--- src/rtl/keypad_scanner.sv ---
// -----------------------------------------------------------------------------
// keypad_scanner
//
// Matrix keypad scanner with per-key debounce, n-key rollover and an event
// FIFO. Columns are driven active-low, one at a time. Each column is held for
// COL_CYCLES clocks. Rows are sampled once per column through a 2-flop
// synchroniser, SETTLE_CYCLES into the column slot. Every key has its own
// debounce counter. A key's debounced state flips after DEBOUNCE_SCANS
// consecutive samples that disagree with it. Each flip is queued as a
// press/release event in a first-word-fall-through FIFO.
//
// Ports
//   clk_100MHz    system clock
//   rst           asynchronous, active-high reset
//   row           row sense lines, active low (externally pulled up)
//   col           column drive, exactly one bit low
//   ev_valid      FIFO non-empty
//   ev_ready      consumer accepts the head event
//   ev_code       head event key code = row_index*COLS + col_index
//   ev_release    head event type: 0 = press, 1 = release
//   ev_count      number of queued events
//   overflow      sticky flag: an event was dropped because the FIFO was full
//   clr_overflow  synchronous clear of overflow (a same-cycle drop wins)
//   key_down      debounced key map, bit k = key code k held
// -----------------------------------------------------------------------------
`timescale 1ns/1ps

module keypad_scanner #(
  parameter int ROWS           = 4,
  parameter int COLS           = 4,
  parameter int COL_CYCLES     = 100_000,
  parameter int SETTLE_CYCLES  = 8,
  parameter int DEBOUNCE_SCANS = 3,
  parameter int FIFO_DEPTH     = 8,
  localparam int CODE_W        = $clog2(ROWS * COLS),
  localparam int CNT_W         = $clog2(FIFO_DEPTH) + 1
) (
  input  logic                   clk_100MHz,
  input  logic                   rst,
  input  logic [ROWS-1:0]        row,
  output logic [COLS-1:0]        col,
  output logic                   ev_valid,
  input  logic                   ev_ready,
  output logic [CODE_W-1:0]      ev_code,
  output logic                   ev_release,
  output logic [CNT_W-1:0]       ev_count,
  output logic                   overflow,
  input  logic                   clr_overflow,
  output logic [ROWS*COLS-1:0]   key_down
);

  localparam int NKEYS = ROWS * COLS;
  localparam int CYC_W = $clog2(COL_CYCLES);
  localparam int COL_W = $clog2(COLS);
  localparam int DB_W  = $clog2(DEBOUNCE_SCANS + 1);
  localparam int AW    = $clog2(FIFO_DEPTH);
  localparam int ROW_W = (ROWS > 1) ? $clog2(ROWS) : 1;

  // Key code for row r of column c.
  function automatic logic [CODE_W-1:0] key_of(input int r, input logic [COL_W-1:0] c);
    return CODE_W'(r * COLS + int'(c));
  endfunction

  // ---------------------------------------------------------------------------
  // Column scan: dwell counter and registered one-cold column drive
  // ---------------------------------------------------------------------------
  logic [CYC_W-1:0] scan_cnt;
  logic [COL_W-1:0] col_idx;
  logic             col_end;

  assign col_end = (scan_cnt == CYC_W'(COL_CYCLES - 1));

  // NOTE: sequential state is assigned with non-blocking (<=) only, so every
  // flop samples the values from before the edge regardless of block order.
  always_ff @(posedge clk_100MHz or posedge rst) begin
    if (rst) begin
      scan_cnt <= '0;
      col_idx  <= '0;
      col      <= ~COLS'(1);
    end else if (col_end) begin
      scan_cnt <= '0;
      // Rotating the one-cold pattern keeps col equal to ~(1 << col_idx),
      // including the wrap from the last column back to column 0.
      col      <= {col[COLS-2:0], col[COLS-1]};
      if (col_idx == COL_W'(COLS - 1)) col_idx <= '0;
      else                             col_idx <= col_idx + 1'b1;
    end else begin
      scan_cnt <= scan_cnt + 1'b1;
    end
  end

  // ---------------------------------------------------------------------------
  // Row synchroniser and per-column sample
  // ---------------------------------------------------------------------------
  logic [ROWS-1:0]  row_s1, row_s2, raw;
  logic [COL_W-1:0] samp_col;
  logic             samp_q;    // high the cycle after raw was captured

  // Idle rows are pulled high, so the synchroniser and raw reset to all-ones
  // ("nothing pressed") rather than to zero.
  always_ff @(posedge clk_100MHz or posedge rst) begin
    if (rst) begin
      row_s1   <= '1;
      row_s2   <= '1;
      raw      <= '1;
      samp_col <= '0;
      samp_q   <= 1'b0;
    end else begin
      row_s1 <= row;
      row_s2 <= row_s1;
      samp_q <= (scan_cnt == CYC_W'(SETTLE_CYCLES - 1));
      if (scan_cnt == CYC_W'(SETTLE_CYCLES - 1)) begin
        raw      <= row_s2;
        samp_col <= col_idx;
      end
    end
  end

  // ---------------------------------------------------------------------------
  // Per-key debounce for the column just sampled
  // ---------------------------------------------------------------------------
  logic [NKEYS-1:0][DB_W-1:0] db_cnt, db_cnt_nxt;
  logic [NKEYS-1:0]           key_down_nxt;
  logic [ROWS-1:0]            flag_set;

  // NOTE: every signal driven here is given a default first, so no path
  // leaves it unassigned and no latch is inferred.
  always_comb begin
    db_cnt_nxt   = db_cnt;
    key_down_nxt = key_down;
    flag_set     = '0;
    if (samp_q) begin
      for (int r = 0; r < ROWS; r++) begin
        if (!raw[r] == key_down[key_of(r, samp_col)]) begin
          db_cnt_nxt[key_of(r, samp_col)] = '0;
        end else if (db_cnt[key_of(r, samp_col)] == DB_W'(DEBOUNCE_SCANS - 1)) begin
          key_down_nxt[key_of(r, samp_col)] = !raw[r];
          db_cnt_nxt[key_of(r, samp_col)]   = '0;
          flag_set[r]                       = 1'b1;
        end else begin
          db_cnt_nxt[key_of(r, samp_col)] = db_cnt[key_of(r, samp_col)] + 1'b1;
        end
      end
    end
  end

  always_ff @(posedge clk_100MHz or posedge rst) begin
    if (rst) begin
      db_cnt   <= '0;
      key_down <= '0;
    end else begin
      db_cnt   <= db_cnt_nxt;
      key_down <= key_down_nxt;
    end
  end

  // ---------------------------------------------------------------------------
  // Event serialiser: one flagged row per cycle, lowest row index first.
  // COL_CYCLES leaves room for all ROWS pushes before samp_col moves on.
  // ---------------------------------------------------------------------------
  logic [ROWS-1:0]   flags;
  logic [ROW_W-1:0]  push_row;
  logic              push_req;
  logic [CODE_W-1:0] push_code;

  always_comb begin
    push_row = '0;
    for (int r = ROWS - 1; r >= 0; r--) begin
      if (flags[r]) push_row = ROW_W'(r);
    end
  end

  assign push_req  = |flags;
  assign push_code = key_of(int'(push_row), samp_col);

  always_ff @(posedge clk_100MHz or posedge rst) begin
    if (rst)         flags <= '0;
    else if (samp_q) flags <= flag_set;
    else             flags <= flags & (flags - 1'b1);  // retire lowest set bit
  end

  // ---------------------------------------------------------------------------
  // Event FIFO (first-word-fall-through)
  // ---------------------------------------------------------------------------
  logic [CODE_W:0] mem [FIFO_DEPTH];  // {release, code}
  logic [CODE_W:0] head;
  logic [AW-1:0]   wr_ptr, rd_ptr;
  logic            full, pop, push, drop;

  assign full     = (ev_count == CNT_W'(FIFO_DEPTH));
  assign ev_valid = (ev_count != '0);
  assign pop      = ev_valid && ev_ready;
  // A pop frees the slot in the same cycle, so a push at full still lands.
  assign push     = push_req && (!full || pop);
  assign drop     = push_req && full && !pop;

  // key_down already holds the post-flip state, so a cleared bit means release.
  // NOTE: the storage array has no reset; the pointers and count define which
  // entries are live, and the outputs are masked while the FIFO is empty.
  always_ff @(posedge clk_100MHz) begin
    if (push) mem[wr_ptr] <= {~key_down[push_code], push_code};
  end

  always_ff @(posedge clk_100MHz or posedge rst) begin
    if (rst) begin
      wr_ptr   <= '0;
      rd_ptr   <= '0;
      ev_count <= '0;
      overflow <= 1'b0;
    end else begin
      if (push) wr_ptr <= wr_ptr + 1'b1;
      if (pop)  rd_ptr <= rd_ptr + 1'b1;
      unique case ({push, pop})
        2'b10:   ev_count <= ev_count + 1'b1;
        2'b01:   ev_count <= ev_count - 1'b1;
        default: ev_count <= ev_count;
      endcase
      if (drop)              overflow <= 1'b1;
      else if (clr_overflow) overflow <= 1'b0;
    end
  end

  assign head = mem[rd_ptr];

  always_comb begin
    ev_code    = '0;
    ev_release = 1'b0;
    if (ev_valid) begin
      ev_code    = head[CODE_W-1:0];
      ev_release = head[CODE_W];
    end
  end

endmodule
--- config.mk ---
export PLATFORM = sky130hd
export DESIGN_NAME = keypad_scanner
export DESIGN_NICKNAME = d
export VERILOG_FILES = /design/src/rtl/keypad_scanner.sv
export SDC_FILE = /design/constraint.sdc
export NUM_CORES = 1
export LEC_CHECK = 0
export ABC_CLOCK_PERIOD_IN_PS = 6900
export BUFFER_PORTS_ARGS = -buffer_cell sky130_fd_sc_hd__clkbuf_2
export CAP_MARGIN = 30
export CORE_MARGIN = 2
export CORE_UTILIZATION = 58
export CTS_BUF_LIST = sky130_fd_sc_hd__clkbuf_8
export DETAILED_ROUTE_END_ITERATION = 8
export PLACE_DENSITY = 0.86
export SYNTH_ARGS = -nofsm -noshare
export SYNTH_HDL_FRONTEND = slang
export SYNTH_SLANG_ARGS = --single-unit
--- constraint.sdc ---
create_clock -name clk_100MHz -period 6.9 [get_ports clk_100MHz]
set_clock_uncertainty 0.1 [all_clocks]
set_input_delay 0 -clock clk_100MHz [delete_from_list [all_inputs] [get_ports clk_100MHz]]
set_output_delay 0 -clock clk_100MHz [all_outputs]
set_load 0.005 [all_outputs]
==> summary.txt <==
Outcome
  • Status: complete, no violations

Yosys
  • Post-Syn Area: 6146 um^2
  • Synth cell count leaders: dfrtp_1, nand2_1, edfxtp_1, nor2_1, o21ai_0
  • Ranking of synthesized cells by area: dfrtp_1, edfxtp_1, mux4_2, dfstp_2, nand2_1
  • Post-Syn Instances: 474
  • Number of synthesized flops with an enable pin: 40
  • Most used DFF post-synth: dfrtp_1
  • Synthesized flop and latch total: 141
  • Register area share after synthesis: 0.6097
  • Library cells used by synthesis: 45
  • Mapped Nets: 491
  • Most frequent cell after synthesis: dfrtp_1
  • Top-area cell type share of the netlist area: 0.3502
  • Syn Area/Cell: 12.97 um^2
  • Post-synth ARST share: 0.7163
  • Synth area leader: dfrtp_1
  • Synthesis Warnings: 0

Floorplanning
  • # IOs: 39
  • Die Ht: 106.9 um
  • Number of core rows: 37
  • Die X: 106.9 um
  • Core box area: 10,320 um^2
  • Die ar.: 11,440 um^2
  • Starting Density: 0.5953

Worst hold path
  • Hold Path Class: input pin to flip-flop

CTS
  • CTS sink cnt: 141
  • Clk_lat worst skew: 0.43 ns
  • Post-CTS Repair Setup Buffers: 0
  • CTS-repair resized insts: 0
  • CTS Buf Count: 17
  • Clock transition at the registers of the reported paths: 0.09 ns
  • CTS tree: built
  • H-Tree Depth: 4
  • Root Buffer: clkbuf_8
  • Largest buffer count on any clock path: 2

STA
  • RSZ-0062 raised after global routing: false
  • Slew HR: 0.3322
  • Fin. Hold Viols: 0
  • Setup ws final: 4.375 ns
  • Final period utilization: 0.3659
  • Final Max Tran Viols: 0
  • Worst-margin pin slew: 0.9963 ns
  • Setup TNS: 0 ns
  • Fin crit period: 2.525 ns
  • Final setup viols: 0
  • FMAX: 396.1 MHz

Global routing
  • Number of global-route vias before repair: 4,039
  • Met1 Track Usage GR: 0.3143
  • Met3 usage: 0.06079
  • Initial antenna violation count: 0
  • GRT overflow: 0
  • Largest net degree at the start of global routing: 54
  • Top Usage Layer GRT: met2
  • GR Util met2: 0.3931
  • Tot GR Track Use: 0.2383
  • First-pass GRT wire length: 20,570 um

Layout
  • P&R area growth vs syn: 13.42%
  • # diodes: 0
  • Final non-filler cell total: 678
  • Fin nets: 546
  • Layout cell share with drive strength beyond 1: 0.2601
  • End-of-flow core utilization: 0.6752

Critical path
  • WP data arrival: 2.48 ns
  • Most frequent CP cell: nor3_1
  • CP max stage cell: nor3_1
  • Critical path cell sequence: nor3_1 > a21oi_1 > nand2b_1 > nor3_1
  • Worst Setup End Kind: flip-flop
  • CP peak stage delay: 0.79 ns
  • Startpoint types: flip-flop
  • WS Path Type: flip-flop to flip-flop
  • Req. time, crit path: 6.86 ns
  • CP max FO: 9
  • Buf/Inv on CP: 0
  • CP top delay family: simple AND/OR/NAND/NOR gates

Placement
  • Placed Cells: 636
  • DP Wirelength: 8473 um
  • Placer Congestion: 0.7852
  • Setup slack at placement: 4.382 ns
  • PortBufs: 38

Detailed routing
  • DRT antenna net count: 0
  • 1st-pass router iterations: 5
  • Starting DRT DRC Count: 351
  • Vias per inst: 5.994
  • Drt wl/cell: 18.34 um
  • Vias: 4,064
  • Post-Route WL: 12,430 um
  • # DRC: 0

Pwr
  • Leakage Power: 2.867 nW
  • VDD IR max: 165.0 uV
  • P per Cell Area: 258.3 nW/um^2
  • Design Power: 0.001800 W

Job
  • Max-Cap Viols: 0
[layout make-up]
cell class              instances  area, um^2
clock buffers                  17       234.0
flip-flops and latches        141        3747
repair buffers                 52       355.3
inverters                       9       36.28
clock inverters                15       137.6
fillers                       707        3353
well taps                     136       170.2
multi-input cells             308        2290
[worst reg2reg max path, stage by stage, from the launching register on]
cell and delay (ns):
dfrtp_1 0.50, nor3_1 0.13, a21oi_1 0.41, nand2b_1 0.22, nor3_1 0.79
[logic make-up (layout without fill, tap and decap cells)]
| kind of cell | count (synthesis) | after routing | synth area share |
|---|---|---|---|
| compound gates | 73 | 73 | 0.07431 |
| xor+xnor | 26 | 26 | 0.03827 |
| flops | 141 | 141 | 0.6097 |
| simple gates | 153 | 153 | 0.1191 |
| buf+inv | 25 | 93 | 0.01771 |
| mux | 47 | 47 | 0.1226 |
| fa+ha+maj | 9 | 9 | 0.01832 |
[power breakdown]
part	total (W)	switching [W]	internal [W]
combinational	0.000236	0.0000946	0.000142
sequential	0.000947	0.0000675	0.000880
clock	0.000617	0.000328	0.000289
total	0.00180	0.000490	0.00131
[metrics by stage]
| stage | hold slack [ns] | area [um^2] |
|---|---|---|
| after CTS | 0.05702 | 6965 |
| final | 0.08941 | 6970 |
| after floorplan | -0.09552 | 6146 |
| after global placement | -0.2057 | 6449 |
| after detailed placement | -0.2051 | 6504 |
| after global routing | 0.07516 | 6970 |
[final timing paths]
kind	from	end	slack, ns	cells after the start
max reg2reg	ev_count[0]$_DFFE_PP0P_	mem[0][1]$_DFFE_PP_	4.38	4
min in group asynchronous	rst	scan_cnt[10]$_DFF_PP0_	0.47	4
max	ev_count[0]$_DFFE_PP0P_	mem[0][1]$_DFFE_PP_	4.38	4
max in group asynchronous	rst	db_cnt[28]$_DFFE_PP0P_	5.25	6
min	row[2]	row_s1[2]$_DFF_PP1_	0.09	2
min reg2reg	row_s1[2]$_DFF_PP1_	row_s2[2]$_DFF_PP1_	0.26	0
[sequential cells by signal, indices dropped and copies added (netlist names)]
name,flops
key_down,16
ev_count,4
db_cnt,32
col,4
samp_col,2
samp_q,1
rd_ptr,3
col_idx,2
mem,40
raw,4
row_s1,4
wr_ptr,3
row_s2,4
overflow,1
flags,4
scan_cnt,17
[layer usage]
layer	up-vias	part of all wire
met3	18	0.057
met4	0	0.014
met1	2032	0.42
li1	1858	-
met5	-	0
met2	156	0.51
[what timing repair did]
item | in CTS | in global routing
setup endpoints to repair | 0 | 0
hold endpoints to repair | 44 | 0
hold buffers | 9 | 0
[cell usage in the layout, fill, tap and decap left out, types with 4 or more instances in the layout]
cell type	Yosys	layout
o31ai_1	4	4
clkbuf_8	0	17
ha_1	9	9
nor2b_1	4	4
mux2i_1	10	10
nand3_1	15	15
nor2_1	31	31
mux2_2	16	16
dfrtp_1	86	86
nor3_1	14	14
dlygate4sd3_1	0	9
inv_1	9	8
mux4_2	21	21
a41oi_1	4	4
clkinv_4	0	4
clkbuf_2	0	38
xnor2_1	15	15
edfxtp_1	40	40
nand4_1	5	5
nand2_1	57	57
o21ai_1	7	7
a31oi_1	7	7
o21ai_0	27	27
xor2_1	10	10
inv_6	0	5
o21ai_2	8	8
a21oi_1	6	6
nor4_1	9	9
dfstp_2	15	15
Power figures use the tool's default switching activity.
